### src/rtl/seq_alu.sv
// seq_alu: multi-cycle ALU with valid/ready handshakes and iterative signed/unsigned multiply and divide
//   clk                   rising-edge clock
//   rst_n                 asynchronous active-low reset
//   in_valid, in_ready    request handshake; x, y, sel are sampled only on the accept edge
//   x, y, sel             operands and operation select
//   out_valid, out_ready  result handshake; outputs are held while out_valid=1 until out_ready=1
//   result, result2       primary result; high product or remainder (else 0)
//   OF, CF, DZ            signed overflow, carry/no-borrow, divide-by-zero
module seq_alu #(
  parameter int WIDTH = 32,
  localparam int SHW = $clog2(WIDTH)
) (
  input  logic             clk,
  input  logic             rst_n,
  input  logic             in_valid,
  output logic             in_ready,
  input  logic [WIDTH-1:0] x,
  input  logic [WIDTH-1:0] y,
  input  logic [3:0]       sel,
  output logic             out_valid,
  input  logic             out_ready,
  output logic [WIDTH-1:0] result,
  output logic [WIDTH-1:0] result2,
  output logic             OF,
  output logic             CF,
  output logic             DZ
);
  typedef enum logic [1:0] {IDLE, MUL, DIV, DONE} state_t;
  localparam logic [WIDTH-1:0] MIN = {1'b1, {(WIDTH-1){1'b0}}};
  state_t state_q, state_d;
  logic [WIDTH-1:0] x_q, x_d, y_q, y_d, hi_q, hi_d, lo_q, lo_d, res_q, res_d, res2_q, res2_d;
  logic [3:0] sel_q, sel_d;
  logic [SHW-1:0] cnt_q, cnt_d;
  logic rdy_q, of_q, of_d, cf_q, cf_d, dz_q, dz_d;
  logic [WIDTH-1:0] a_r, a_r2, ax_in, ay, quo, rem;
  logic a_of, a_cf, a_dz, dge, pneg, qneg, rneg;
  logic [WIDTH:0] add_s, sub_s, msum, dsh;
  logic [2*WIDTH-1:0] mprod;
  assign in_ready  = rdy_q;
  assign out_valid = state_q == DONE;
  assign result    = res_q;
  assign result2   = res2_q;
  assign OF        = of_q;
  assign CF        = cf_q;
  assign DZ        = dz_q;
  // iterative ops work on magnitudes; signs are restored from x_q/y_q at the end
  assign ax_in = (sel == 4'd13 || sel == 4'd14) && x[WIDTH-1] ? -x : x;
  assign ay    = (sel_q == 4'd13 || sel_q == 4'd14) && y_q[WIDTH-1] ? -y_q : y_q;
  assign add_s = {1'b0, x} + {1'b0, y};
  assign sub_s = {1'b0, x} + {1'b0, ~y} + {{WIDTH{1'b0}}, 1'b1};
  // shift-add step: hi_q accumulates, lo_q holds the unconsumed multiplier bits
  assign msum  = {1'b0, hi_q} + (lo_q[0] ? {1'b0, ay} : '0);
  assign mprod = {msum, lo_q[WIDTH-1:1]};
  assign pneg  = sel_q == 4'd13 && (x_q[WIDTH-1] ^ y_q[WIDTH-1]);
  // restoring step: hi_q is the partial remainder, lo_q shifts dividend bits out and quotient bits in
  assign dsh   = {hi_q, lo_q[WIDTH-1]};
  assign dge   = dsh >= {1'b0, ay};
  assign rem   = dge ? WIDTH'(dsh - {1'b0, ay}) : dsh[WIDTH-1:0];
  assign quo   = {lo_q[WIDTH-2:0], dge};
  assign qneg  = sel_q == 4'd14 && (x_q[WIDTH-1] ^ y_q[WIDTH-1]);
  assign rneg  = sel_q == 4'd14 && x_q[WIDTH-1];
  always_comb begin
    a_r  = '0;
    a_r2 = '0;
    a_of = 1'b0;
    a_cf = 1'b0;
    a_dz = 1'b0;
    case (sel)
      4'd0: a_r = x << y[SHW-1:0];
      4'd1: a_r = $signed(x) >>> y[SHW-1:0];
      4'd2: a_r = x >> y[SHW-1:0];
      4'd4, 4'd14: begin
        a_r  = '1;
        a_r2 = x;
        a_dz = 1'b1;
      end
      4'd5: begin
        a_r  = add_s[WIDTH-1:0];
        a_cf = add_s[WIDTH];
        a_of = x[WIDTH-1] == y[WIDTH-1] && add_s[WIDTH-1] != x[WIDTH-1];
      end
      4'd6: begin
        a_r  = sub_s[WIDTH-1:0];
        a_cf = sub_s[WIDTH];
        a_of = x[WIDTH-1] != y[WIDTH-1] && sub_s[WIDTH-1] != x[WIDTH-1];
      end
      4'd7:  a_r = x & y;
      4'd8:  a_r = x | y;
      4'd9:  a_r = x ^ y;
      4'd10: a_r = ~(x | y);
      4'd11: a_r = {{(WIDTH-1){1'b0}}, $signed(x) < $signed(y)};
      4'd12: a_r = {{(WIDTH-1){1'b0}}, x < y};
      default: ;
    endcase
  end
  always_comb begin
    state_d = state_q;
    x_d     = x_q;
    y_d     = y_q;
    sel_d   = sel_q;
    cnt_d   = cnt_q;
    hi_d    = hi_q;
    lo_d    = lo_q;
    res_d   = res_q;
    res2_d  = res2_q;
    of_d    = of_q;
    cf_d    = cf_q;
    dz_d    = dz_q;
    case (state_q)
      IDLE: if (in_valid && rdy_q) begin
        x_d   = x;
        y_d   = y;
        sel_d = sel;
        hi_d  = '0;
        lo_d  = ax_in;
        cnt_d = SHW'(WIDTH-1);
        if (sel == 4'd3 || sel == 4'd13) state_d = MUL;
        else if ((sel == 4'd4 || sel == 4'd14) && y != '0) state_d = DIV;
        else begin
          state_d = DONE;
          res_d   = a_r;
          res2_d  = a_r2;
          of_d    = a_of;
          cf_d    = a_cf;
          dz_d    = a_dz;
        end
      end
      MUL: begin
        {hi_d, lo_d} = mprod;
        cnt_d = cnt_q - SHW'(1);
        if (cnt_q == '0) begin
          state_d         = DONE;
          {res2_d, res_d} = pneg ? -mprod : mprod;
          of_d            = 1'b0;
          cf_d            = 1'b0;
          dz_d            = 1'b0;
        end
      end
      DIV: begin
        hi_d  = rem;
        lo_d  = quo;
        cnt_d = cnt_q - SHW'(1);
        if (cnt_q == '0) begin
          state_d = DONE;
          res_d   = qneg ? -quo : quo;
          res2_d  = rneg ? -rem : rem;
          // MIN / -1 naturally yields quotient MIN, remainder 0; only the flag is extra
          of_d    = sel_q == 4'd14 && x_q == MIN && y_q == '1;
          cf_d    = 1'b0;
          dz_d    = 1'b0;
        end
      end
      default: if (out_ready) state_d = IDLE;
    endcase
  end
  always_ff @(posedge clk or negedge rst_n) begin
    if (!rst_n) begin
      state_q <= IDLE;
      rdy_q   <= 1'b0;
      x_q     <= '0;
      y_q     <= '0;
      sel_q   <= '0;
      cnt_q   <= '0;
      hi_q    <= '0;
      lo_q    <= '0;
      res_q   <= '0;
      res2_q  <= '0;
      of_q    <= 1'b0;
      cf_q    <= 1'b0;
      dz_q    <= 1'b0;
    end else begin
      state_q <= state_d;
      rdy_q   <= state_d == IDLE;
      x_q     <= x_d;
      y_q     <= y_d;
      sel_q   <= sel_d;
      cnt_q   <= cnt_d;
      hi_q    <= hi_d;
      lo_q    <= lo_d;
      res_q   <= res_d;
      res2_q  <= res2_d;
      of_q    <= of_d;
      cf_q    <= cf_d;
      dz_q    <= dz_d;
    end
  end
endmodule

### config.mk
export PLATFORM = sky130hd
export DESIGN_NAME = seq_alu
export DESIGN_NICKNAME = d
export VERILOG_FILES = /design/src/rtl/seq_alu.sv
export SDC_FILE = /design/constraint.sdc
export NUM_CORES = 1
export LEC_CHECK = 0
export ABC_AREA = 1
export CORE_MARGIN = 2
export CORE_UTILIZATION = 45
export CTS_BUF_LIST = sky130_fd_sc_hd__clkbuf_2
export DETAILED_ROUTE_END_ITERATION = 16
export SLEW_MARGIN = 30
export SYNTH_ARGS = -nofsm -noshare
export SYNTH_HDL_FRONTEND = slang
export SYNTH_SLANG_ARGS = --single-unit
### constraint.sdc
create_clock -name clk -period 4.7 [get_ports clk]
set_clock_uncertainty 0.05 [all_clocks]
set_input_delay 0.94 -clock clk [delete_from_list [all_inputs] [get_ports clk]]
set_output_delay 0.94 -clock clk [all_outputs]
set_load 0.01 [all_outputs]
==> flow_summary.json <==
{
  "syn_nets": 5173,
  "yosysMostFrequentCell": "nand2_1",
  "drtIter0Drc": 5115,
  "dr.pass1.iters": 8,
  "clk_latency_ps": 1140,
  "pwr-share-comb": 0.808,
  "fin_crit_sh": 1.15,
  "cp-start-kind": "flip-flop",
  "seqPwrFrac": 0.135,
  "clockBufferDepth": 3,
  "clock-root-buffer": "clkbuf_2",
  "synth-async-reset-ratio": 1.00,
  "max_stage_delay_ps": 410,
  "via_per_inst": 6.02,
  "core_area_sq_um": 63200,
  "row_count": 92,
  "final.min_clock_period_ps": 5390,
  "crit_fanout": 8,
  "ant_nets": 0,
  "critPathKind": "reg2reg",
  "die_w_um": 257,
  "cts.sinks": 207,
  "worstSetupEndpointType": "flip-flop",
  "synth_ff_type": "dfrtp_1",
  "max_slew_margin": 0.271,
  "p_sw_uw": 14800,
  "grt_usage": 0.476,
  "syn_inst": 4925,
  "p_int_uw": 12000,
  "nets": 5927,
  "first_global_vias": 36941,
  "synth-warning-count": 0,
  "htreeDepth": 2,
  "tightest_slew_ps": 1080,
  "worstPathArrival_ps": 6380,
  "area_delta_synth_final_pct": 36.4,
  "vias": 39601,
  "power.leakage_uw": 0.0193,
  "cts_tree": "done",
  "ys_types": 71,
  "synth-edff-count": 0,
  "netlist_area_sq_um": 28900,
  "synth_top_cell_area_share": 0.179,
  "ios": 141,
  "postSynthAreaPerCell_sq_um": 5.86,
  "ir_drop_uv": 421,
  "dp.cells": 6393,
  "antenna_found_initial": 11,
  "final_cell_count_no_fill": 6574,
  "status": "complete, but fails checks",
  "p_total_uw": 26800,
  "yosys-top-cells-area": "dfrtp_1 18%, nand2_1 16%, o21ai_0 8.7%",
  "gp_congestion": 1.11,
  "wl_um": 165000,
  "clock.fmax_ghz": 0.185,
  "synthTopCellsByCount": "1206 x nand2_1, 651 x inv_1, 504 x o21ai_0",
  "r2r_cells": 35,
  "cts-buffers-inserted": 59,
  "yosysTopAreaCell": "dfrtp_1",
  "worstHoldPathType": "in2async",
  "dp_hpwl_um": 129000,
  "initial_core_util": 0.457,
  "drcViolationCount": 0,
  "grt_max_degree": 98,
  "grt_pass1_wl_um": 236000,
  "slowest_stage": "dfrtp_1",
  "setup_viol": 80,
  "clkPwrFrac": 0.057,
  "clkTransAtPathRegs_ps": 110,
  "worstPathRequired_ps": 5690,
  "layout-drive-gt1-share": 0.240,
  "synth-seq-cells": 207,
  "n_fill_cell": 6193,
  "wire_per_inst_um": 25.1,
  "violations": "negative setup slack",
  "die_y_um": 257,
  "timing.final.hold_violations": 0,
  "setup_slack_ps": -691,
  "grt_setup_unrepaired": "yes",
  "ys_seq_area_frac": 0.179,
  "slew_violations": 0,
  "grt-ovfl-total": 0,
  "p_per_area_nw_per_um2": 680,
  "maxCapViolations": 0,
  "p_sw_frac": 0.552,
  "die_area_sq_um": 66200,
  "io_buffers": 140
}
sequential cells by signal, summed over array words and instances (netlist names), 2 cells and up:
signal	count
lo_q	32
result	32
x_q	32
cnt_q	5
y_q	32
state_q	2
hi_q	32
sel_q	4
result2	32
worst max-delay path, delay by kind of cell, from the launching register on:
| kind | cells | cell delay [ps] |
|---|---|---|
| buffers and inverters | 9 | 1300 |
| adder cells (fa/ha/maj) | 1 | 280 |
| AO/OA/AOI/OAI | 4 | 650 |
| flip-flops | 1 | 410 |
| AND/OR/NAND/NOR | 20 | 2670 |
| XOR/XNOR | 1 | 80 |
placed cells by master, fill, tap and decap left out, types with 18 or more instances in the layout:
| cell | netlist | layout |
|---|---|---|
| a2bb2oi_1 | 31 | 21 |
| inv_2 | 25 | 42 |
| a21oi_2 | 2 | 41 |
| nor2_4 | 10 | 39 |
| o21ai_1 | 24 | 72 |
| o21ai_0 | 504 | 413 |
| o211ai_1 | 33 | 33 |
| o221ai_1 | 41 | 40 |
| or2_2 | 29 | 28 |
| buf_4 | 1 | 699 |
| o21ai_4 | 1 | 19 |
| inv_1 | 651 | 620 |
| nand4_1 | 82 | 82 |
| dfrtp_1 | 207 | 207 |
| o21ai_2 | 8 | 33 |
| o22ai_1 | 64 | 59 |
| nor2_2 | 13 | 25 |
| nor3_1 | 75 | 66 |
| a21oi_1 | 361 | 320 |
| nand2_1 | 1206 | 1122 |
| a31oi_1 | 23 | 18 |
| clkbuf_2 | 0 | 86 |
| nor4_1 | 33 | 30 |
| nand2_4 | 2 | 34 |
| clkinv_1 | 8 | 19 |
| clkdlybuf4s50_1 | 0 | 135 |
| ha_1 | 172 | 159 |
| o21a_1 | 20 | 20 |
| buf_6 | 6 | 53 |
| nand3_1 | 300 | 243 |
| xor2_1 | 59 | 50 |
| nand2_2 | 31 | 82 |
| nor2_1 | 462 | 421 |
| a221oi_1 | 18 | 18 |
| nand3_2 | 3 | 47 |
metrics by stage:
step | cell area (sq um) | TNS [ps] | hold WS [ps] | setup slack (ps) | utilization
2_1_floorplan | 28900 | -920 | 395 | -271 | -
3_3_place_gp | 35900 | -48030 | 410 | -820 | 0.569
3_5_place_dp | 35900 | -57790 | 418 | -936 | 0.569
4_1_cts | 38000 | -16900 | 433 | -415 | 0.602
5_1_grt | 39400 | -56070 | 463 | -986 | 0.623
6_report | 39400 | -25530 | 433 | -691 | 0.623
path summary, 6_finish.rpt:
check | slack, ps | end | start
worst max-delay path | -690 | result2[11] | y_q[0]
worst min-delay path | 430 | result[31] | rst_n
worst max register to register | -690 | result2[11] | y_q[0]
worst min register to register | 450 | x_q[24] | x_q[24]
max in group asynchronous | 3080 | hi_q[30] | rst_n
min in group clk | 450 | x_q[24] | x_q[24]
power groups by stage:
| stage | sequential [uW] | combinational, uW | clock, uW |
|---|---|---|---|
| after floorplan | 3280 | 9130 | 0 |
| after global placement | 3500 | 17500 | 0 |
| after detailed placement | 3490 | 17600 | 0 |
| after CTS | 3490 | 19500 | 1520 |
| after global routing | 3650 | 22800 | 1620 |
| final | 3600 | 21600 | 1530 |
final cells by class:
type / count / area [sq um] / share of cell area
Sequential cell: 207 / 5180 / 0.132
Antenna cell: 5 / 12.5 / 0.000318
Multi-Input combinational cell: 3812 / 22200 / 0.565
Tap cell: 846 / 1060 / 0.0269
Clock buffer: 86 / 430 / 0.0109
Clock inverter: 19 / 133 / 0.00337
Inverter: 684 / 2620 / 0.0665
Timing Repair Buffer: 915 / 7710 / 0.196
metal layers:
layer	track usage	wire length (um)	part of all wire	up-vias
li1	-	-	-	18028
met1	0.561	58600	0.36	18166
met2	0.715	68400	0.41	2642
met3	0.129	19700	0.12	749
met4	0.413	18100	0.11	16
met5	0	96	0.00058	-
logic make-up (layout without fill, tap and decap cells):
kind of cell / after synthesis / count (layout) / synth area share
other: 0 / 5 / 0
AND/OR/NAND/NOR: 2285 / 2286 / 0.340
buffers and inverters: 907 / 1704 / 0.121
XOR/XNOR: 76 / 76 / 0.0231
multiplexers: 10 / 10 / 0.00347
AO/OA/AOI/OAI: 1264 / 1264 / 0.255
adder cells (fa/ha/maj): 176 / 176 / 0.0773
flip-flops: 207 / 207 / 0.179
timing repair:
| action | 4_1_cts | 5_1_grt |
|---|---|---|
| pin swaps | 114 | 140 |
| endpoints found under the hold margin | 94 | 0 |
| hold buffers | 1 | 0 |
| gates cloned | 6 | 2 |
| setup buffers | 46 | 36 |
| gates resized for setup | 323 | 299 |
| setup endpoints to repair | 90 | 96 |
(Power assumes the default switching activity.)
